--- config.mk ---
export PLATFORM = sky130hd
export DESIGN_NAME = fetch_stage
export DESIGN_NICKNAME = d
export VERILOG_FILES = /design/src/rtl/fetch_stage.sv
export SDC_FILE = /design/constraint.sdc
export NUM_CORES = 1
export LEC_CHECK = 0
export ABC_AREA = 1
export CORE_MARGIN = 2
export CORE_UTILIZATION = 54
export DETAILED_ROUTE_END_ITERATION = 7
export PLACE_DENSITY_LB_ADDON = 0.08
export RECOVER_POWER = 25
export SETUP_SLACK_MARGIN = 0.02
export SLEW_MARGIN = 20
export SYNTH_ARGS = -nofsm -noshare
export SYNTH_HDL_FRONTEND = slang
export SYNTH_SLANG_ARGS = --single-unit
--- constraint.sdc ---
create_clock -name clk_in -period 5.8 [get_ports clk_in]
set_input_delay 1.16 -clock clk_in [delete_from_list [all_inputs] [get_ports clk_in]]
set_output_delay 1.16 -clock clk_in [all_outputs]
set_load 0.05 [all_outputs]
--- src/rtl/fetch_stage.sv ---
// fetch_stage: RV32I instruction-fetch stage.
// Holds the program counter and picks the next PC (trap > mret > branch >
// sequential). Runs a req/ack handshake with instruction memory and drives
// the IF/ID register. A one-word skid buffer absorbs an ack that arrives
// while decode is stalled. DROP waits out a request that a redirect made stale.
// Optional feature macro: FETCH_MISALIGN_TRAP_EN. When it is defined, a
// misaligned branch/mret target raises misaligned_out and parks the stage
// in IDLE until the next redirect.
module fetch_stage #(
    parameter logic [31:0] RESET_PC = 32'h0000_0000
) (
    input  logic        clk_in,
    input  logic        rst_in,
    input  logic        stall_in,
    input  logic        branch_taken_in,
    input  logic [31:0] branch_target_in,
    input  logic        trap_taken_in,
    input  logic [31:0] trap_addr_in,
    input  logic        mret_in,
    input  logic [31:0] epc_in,
    output logic        imem_req_out,
    output logic [31:0] imem_addr_out,
    input  logic        imem_ack_in,
    input  logic [31:0] imem_rdata_in,
    output logic [31:0] instr_out,
    output logic [31:0] pc_out,
    output logic [31:0] pc_plus4_out,
    output logic        valid_out,
    output logic        flush_out
`ifdef FETCH_MISALIGN_TRAP_EN
    ,
    output logic        misaligned_out
`endif
);

    localparam logic [31:0] NOP = 32'h0000_0013;

    typedef enum logic [1:0] {
        ST_IDLE = 2'd0,
        ST_REQ  = 2'd1,
        ST_BUF  = 2'd2,
        ST_DROP = 2'd3
    } state_t;

    // Clear the byte-offset bits so the address names a whole word.
    function automatic logic [31:0] align_word(input logic [31:0] addr);
        align_word = {addr[31:2], 2'b00};
    endfunction

    state_t      state_r, state_nxt_s;
    logic [31:0] fetch_pc_r, fetch_pc_nxt_s;
    logic [31:0] addr_r, addr_nxt_s;
    logic        req_r, req_nxt_s;
    logic [31:0] skid_r, skid_nxt_s;
    logic [31:0] instr_r, instr_nxt_s;
    logic [31:0] pc_r, pc_nxt_s;
    logic [31:0] pc_plus4_r;
    logic        valid_r, valid_nxt_s;
    logic        flush_r;
    logic        halt_r, halt_nxt_s;
    logic        redirect_s;
    logic        misalign_s;
    logic        outstanding_s;
    logic [31:0] raw_target_s;
    logic [31:0] target_s;
`ifdef FETCH_MISALIGN_TRAP_EN
    logic        misaligned_r, misaligned_nxt_s;
`endif

    assign redirect_s    = trap_taken_in | mret_in | branch_taken_in;
    // A request is still open this cycle if it is being presented and not acked.
    assign outstanding_s = ((state_r == ST_REQ) || (state_r == ST_DROP)) && !imem_ack_in;

    // Redirect target selection with trap > mret > branch priority.
    always_comb begin
        raw_target_s = branch_target_in;
        if (trap_taken_in) begin
            raw_target_s = trap_addr_in;
        end else if (mret_in) begin
            raw_target_s = epc_in;
        end else begin
            raw_target_s = branch_target_in;
        end
    end

    assign target_s = align_word(raw_target_s);

`ifdef FETCH_MISALIGN_TRAP_EN
    // Trap vectors are always forced aligned, so only branch/mret can misalign.
    assign misalign_s = !trap_taken_in && (raw_target_s[1:0] != 2'b00);
`else
    assign misalign_s = 1'b0;
`endif

    // Next-state, PC, skid and IF/ID update; a redirect overrides everything.
    always_comb begin
        state_nxt_s    = state_r;
        fetch_pc_nxt_s = fetch_pc_r;
        skid_nxt_s     = skid_r;
        instr_nxt_s    = instr_r;
        pc_nxt_s       = pc_r;
        valid_nxt_s    = valid_r;
        halt_nxt_s     = halt_r;
`ifdef FETCH_MISALIGN_TRAP_EN
        misaligned_nxt_s = 1'b0;
`endif
        case (state_r)
            ST_IDLE: begin
                if (halt_r) begin
                    state_nxt_s = ST_IDLE;
                end else begin
                    state_nxt_s = ST_REQ;
                end
            end
            ST_REQ: begin
                if (imem_ack_in && !stall_in) begin
                    instr_nxt_s    = imem_rdata_in;
                    pc_nxt_s       = fetch_pc_r;
                    valid_nxt_s    = 1'b1;
                    fetch_pc_nxt_s = fetch_pc_r + 32'd4;
                end else if (imem_ack_in) begin
                    skid_nxt_s     = imem_rdata_in;
                    fetch_pc_nxt_s = fetch_pc_r + 32'd4;
                    state_nxt_s    = ST_BUF;
                end else if (!stall_in) begin
                    instr_nxt_s = NOP;
                    valid_nxt_s = 1'b0;
                end else begin
                    instr_nxt_s = instr_r;
                end
            end
            ST_BUF: begin
                // fetch_pc already stepped past the buffered word.
                if (!stall_in) begin
                    instr_nxt_s = skid_r;
                    pc_nxt_s    = fetch_pc_r - 32'd4;
                    valid_nxt_s = 1'b1;
                    state_nxt_s = ST_REQ;
                end else begin
                    state_nxt_s = ST_BUF;
                end
            end
            ST_DROP: begin
                if (imem_ack_in) begin
                    state_nxt_s = halt_r ? ST_IDLE : ST_REQ;
                end else begin
                    state_nxt_s = ST_DROP;
                end
            end
            default: begin
                state_nxt_s = ST_IDLE;
            end
        endcase

        if (redirect_s) begin
            instr_nxt_s = NOP;
            valid_nxt_s = 1'b0;
            skid_nxt_s  = NOP;
            if (misalign_s) begin
                halt_nxt_s  = 1'b1;
                pc_nxt_s    = raw_target_s;
                state_nxt_s = outstanding_s ? ST_DROP : ST_IDLE;
`ifdef FETCH_MISALIGN_TRAP_EN
                misaligned_nxt_s = 1'b1;
`endif
            end else begin
                halt_nxt_s     = 1'b0;
                fetch_pc_nxt_s = target_s;
                state_nxt_s    = outstanding_s ? ST_DROP : ST_REQ;
            end
        end else begin
            halt_nxt_s = halt_nxt_s;
        end
    end

    // Request address follows fetch_pc on entering/staying in REQ; held in DROP.
    always_comb begin
        if (state_nxt_s == ST_REQ) begin
            addr_nxt_s = fetch_pc_nxt_s;
        end else begin
            addr_nxt_s = addr_r;
        end
        req_nxt_s = (state_nxt_s == ST_REQ) || (state_nxt_s == ST_DROP);
    end

    // State, PC and IF/ID registers with synchronous reset.
    always_ff @(posedge clk_in) begin
        if (rst_in) begin
            state_r    <= ST_IDLE;
            fetch_pc_r <= RESET_PC;
            addr_r     <= RESET_PC;
            req_r      <= 1'b0;
            skid_r     <= NOP;
            instr_r    <= NOP;
            pc_r       <= RESET_PC;
            pc_plus4_r <= RESET_PC + 32'd4;
            valid_r    <= 1'b0;
            flush_r    <= 1'b1;
            halt_r     <= 1'b0;
`ifdef FETCH_MISALIGN_TRAP_EN
            misaligned_r <= 1'b0;
`endif
        end else begin
            state_r    <= state_nxt_s;
            fetch_pc_r <= fetch_pc_nxt_s;
            addr_r     <= addr_nxt_s;
            req_r      <= req_nxt_s;
            skid_r     <= skid_nxt_s;
            instr_r    <= instr_nxt_s;
            pc_r       <= pc_nxt_s;
            pc_plus4_r <= pc_nxt_s + 32'd4;
            valid_r    <= valid_nxt_s;
            flush_r    <= ~valid_nxt_s;
            halt_r     <= halt_nxt_s;
`ifdef FETCH_MISALIGN_TRAP_EN
            misaligned_r <= misaligned_nxt_s;
`endif
        end
    end

    assign imem_req_out  = req_r;
    assign imem_addr_out = addr_r;
    assign instr_out     = instr_r;
    assign pc_out        = pc_r;
    assign pc_plus4_out  = pc_plus4_r;
    assign valid_out     = valid_r;
    assign flush_out     = flush_r;
`ifdef FETCH_MISALIGN_TRAP_EN
    assign misaligned_out = misaligned_r;
`endif

endmodule

==> results.py <==
metrics = {
    "outcome": {
        "status": "complete, no violations",
    },
    "synthesis": {
        "async_flop_share_pct": 0,
        "synth_ff_type": "dfxtp_1",
        "synth.top_cell.area_share_pct": 37.4,
        "syn_area_mm2": 0.0104,
        "synth_xor_area_share_pct": 0.252,
        "netlist_instances": 1630,
        "avgSynthCellArea_um2": 6.40,
        "netlist_top_cells_count": "nand2_1, dfxtp_1, nor2_1",
        "synth.most_common_cell": "nand2_1",
        "yosysSeqAreaShare_pct": 37.4,
        "yosys_warnings": 0,
        "muxShareOfSynthArea_pct": 0,
        "synth_compound_area_share_pct": 19.7,
        "synth_fa_ha_area_share_pct": 0.839,
        "synth_edf_count": 0,
        "synth.net_count": 1772,
        "yosys.area_share.simple_pct": 32.3,
        "synth_top_family_by_area": "simple AND/OR/NAND/NOR gates",
        "ys_types": 38,
        "ys_seq_elements": 195,
        "synth_area_leaders": "dfxtp_1, nand2_1, nand3_1",
        "yosysTopAreaCell": "dfxtp_1",
    },
    "global_routing": {
        "grt_pass1_vias": 11100,
        "grt_max_degree": 60,
        "antenna_found_initial": 0,
        "grt_pass1_wl_mm": 53.5,
        "track_usage_pct": 32.6,
        "grt_overflow_total": 0,
    },
    "layout": {
        "fin_util_pct": 72.9,
        "fillers": 1636,
        "area_growth_pct": 31.6,
        "drive_above_1_share_pct": 4.17,
        "design_area_mm2": 0.0137,
        "layout.cells.non_filler": 2108,
        "num_antenna_cells": 0,
        "nNetsFinal": 1977,
    },
    "route": {
        "vias": 11800,
        "firstDrtPassIters": 6,
        "ant_nets": 0,
        "wire_per_inst_um": 16.0,
        "drcViolationCount": 0,
        "wirelength_mm": 33.6,
        "via_per_inst": 5.58,
        "drt-initial-drc-count": 878,
    },
    "worst_setup_path": {
        "reg2reg_slack_ps": 1690,
        "cp_common_cell": "nand2_1",
        "cp.arrival_ps": 4970,
        "startpoint_type": "input pin",
        "path_cells": "dlygate4sd3_1, nand2_1, nor2_1, o21ai_0, nand2_1, ha_1, a21boi_1, nand3_1, inv_1, nand2_1, nor2_2, nand3_2, nor2_1, nand3_1, nand2_1, inv_1",
        "cp_data_required_time_ps": 6160,
        "critPathKind": "input pin to flip-flop",
        "crit_path_top_delay_cell": "nor2_1",
        "crit_fanout": 12,
        "worstSetupEndpointType": "flip-flop",
        "cpPeakStageDelay_ps": 850,
    },
    "floorplan": {
        "rows": 50,
        "fp.dieH_um": 143,
        "coreArea_mm2": 0.0188,
        "io_pins": 266,
        "die_w_um": 143,
        "die_area_mm2": 0.0204,
        "start_util_pct": 55.4,
    },
    "sta": {
        "finClkSkew_ps": 13.5,
        "min_period_ps": 4610,
        "setup_viol": 0,
        "whs_ps": 454,
        "fin_ws_ps": 1190,
        "fin_tns_setup_ps": 0,
        "fmaxAchievable_mhz": 217,
        "relSlewSlack_pct": 11.4,
        "slew_violations": 0,
        "hold_violations": 0,
        "min_period_over_period_pct": 79.5,
        "rsz0062_at_grt": "false",
        "tightest_slew_ps": 1320,
    },
    "job": {
        "max_cap_viol_count": 0,
    },
    "power_and_ir_drop": {
        "p_per_area_mw_per_mm2": 263,
        "peakVddDrop_v": 0.000214,
        "p_leak_nw": 5.67,
        "total_power_mw": 3.60,
    },
    "clocking": {
        "clk_latency_ps": 460,
        "post_cts_resized": 0,
        "hold_buffers": 0,
        "cts.htree.levels": 4,
        "cts_buffer_depth": 2,
        "path_clk_slew_ps": 80,
        "cts_setup_buffers": 0,
        "cts_buffers": 17,
        "cts_tree": "built",
        "clock_tree.root_cell": "clkbuf_16",
        "cts_sinks": 195,
    },
    "place": {
        "place_inst": 2075,
        "globalplace.congestion": 0.969,
        "dpl.hpwl_mm": 24.6,
        "pre_cts_ws_ps": 1210,
        "place_area_mm2": 0.0131,
        "portBuffers": 259,
    },
    "min_path": {
        "hold_class": "flip-flop to flip-flop",
    },
}
==> critical path: cells and delay by family <==
family          cells  cell delay [ps]
compound gates      2              570
fa+ha+maj           1              180
buf+inv             3              780
simple gates       10             2280
==> area by class of cell <==
class	instances	area (µm²)	share of cell area, %
Clock inverter	14	180	1.31
Timing Repair Buffer	273	2710	19.8
Tap cell	260	325	2.37
Clock buffer	18	439	3.20
Multi-Input combinational cell	1180	5530	40.3
Inverter	168	631	4.59
Sequential cell	195	3900	28.4
==> kinds of logic (layout without fill, tap and decap cells) <==
| group | count (synthesis) | after routing |
|---|---|---|
| DFF | 195 | 195 |
| and+or+nand+nor | 795 | 795 |
| adders and majority gates | 7 | 7 |
| AOI/OAI and AO/OA | 375 | 375 |
| buffers and inverters | 255 | 473 |
| xor gates and xnor gates | 3 | 3 |
==> cell usage in the layout, fill, tap and decap left out, drive strengths merged, types with 24 or more instances in the layout <==
cell           synthesis  routed
o211ai                31      31
dfxtp                195     195
inv                  166     172
clkdlybuf4s50          0     183
nand4                 24      24
a21oi                134     134
o21ai                152     152
nor2                 207     207
dlygate4sd3            0      75
nand3                154     154
nand2                378     378
a31oi                 43      43
==> power by group <==
group	internal (mW)	total (mW)	switching [mW]	leakage [nW]
clock network	0.599	1.21	0.616	0.299
logic	0.299	0.906	0.606	3.77
registers	1.42	1.48	0.0673	1.60
total	2.31	3.60	1.29	5.67
==> per-layer routing <==
layer | vias up | track usage [%] | share of wire, % | wire [µm]
met3 | 81 | 4.76 | 6.0 | 2020
li1 | 5815 | - | - | -
met4 | 0 | 14.0 | 3.0 | 1020
met1 | 5384 | 38.5 | 40 | 13600
met2 | 484 | 58.5 | 51 | 17000
met5 | - | 0 | 0 | 0
==> worst paths after layout <==
check        cells past startpoint                     endpoint                     from
min reg2reg                      2      skid_r[14]$_SDFFE_PP0P_  skid_r[14]$_SDFFE_PP0P_
min                              2      skid_r[14]$_SDFFE_PP0P_  skid_r[14]$_SDFFE_PP0P_
max                             16  pc_plus4_out[28]$_SDFF_PP0_              imem_ack_in
max reg2reg                     17  pc_plus4_out[28]$_SDFF_PP0_    state_r[1]$_SDFF_PP0_
==> flip-flops by register name, indices dropped and copies added (netlist names), named ones only <==
name           flops
fetch_pc_r        32
imem_addr_out     32
instr_out         32
skid_r            32
pc_out            30
pc_plus4_out      30
state_r            2
flush_out          1
imem_req_out       1
valid_out          1
No activity file was read; power rests on OpenSTA's default activity.
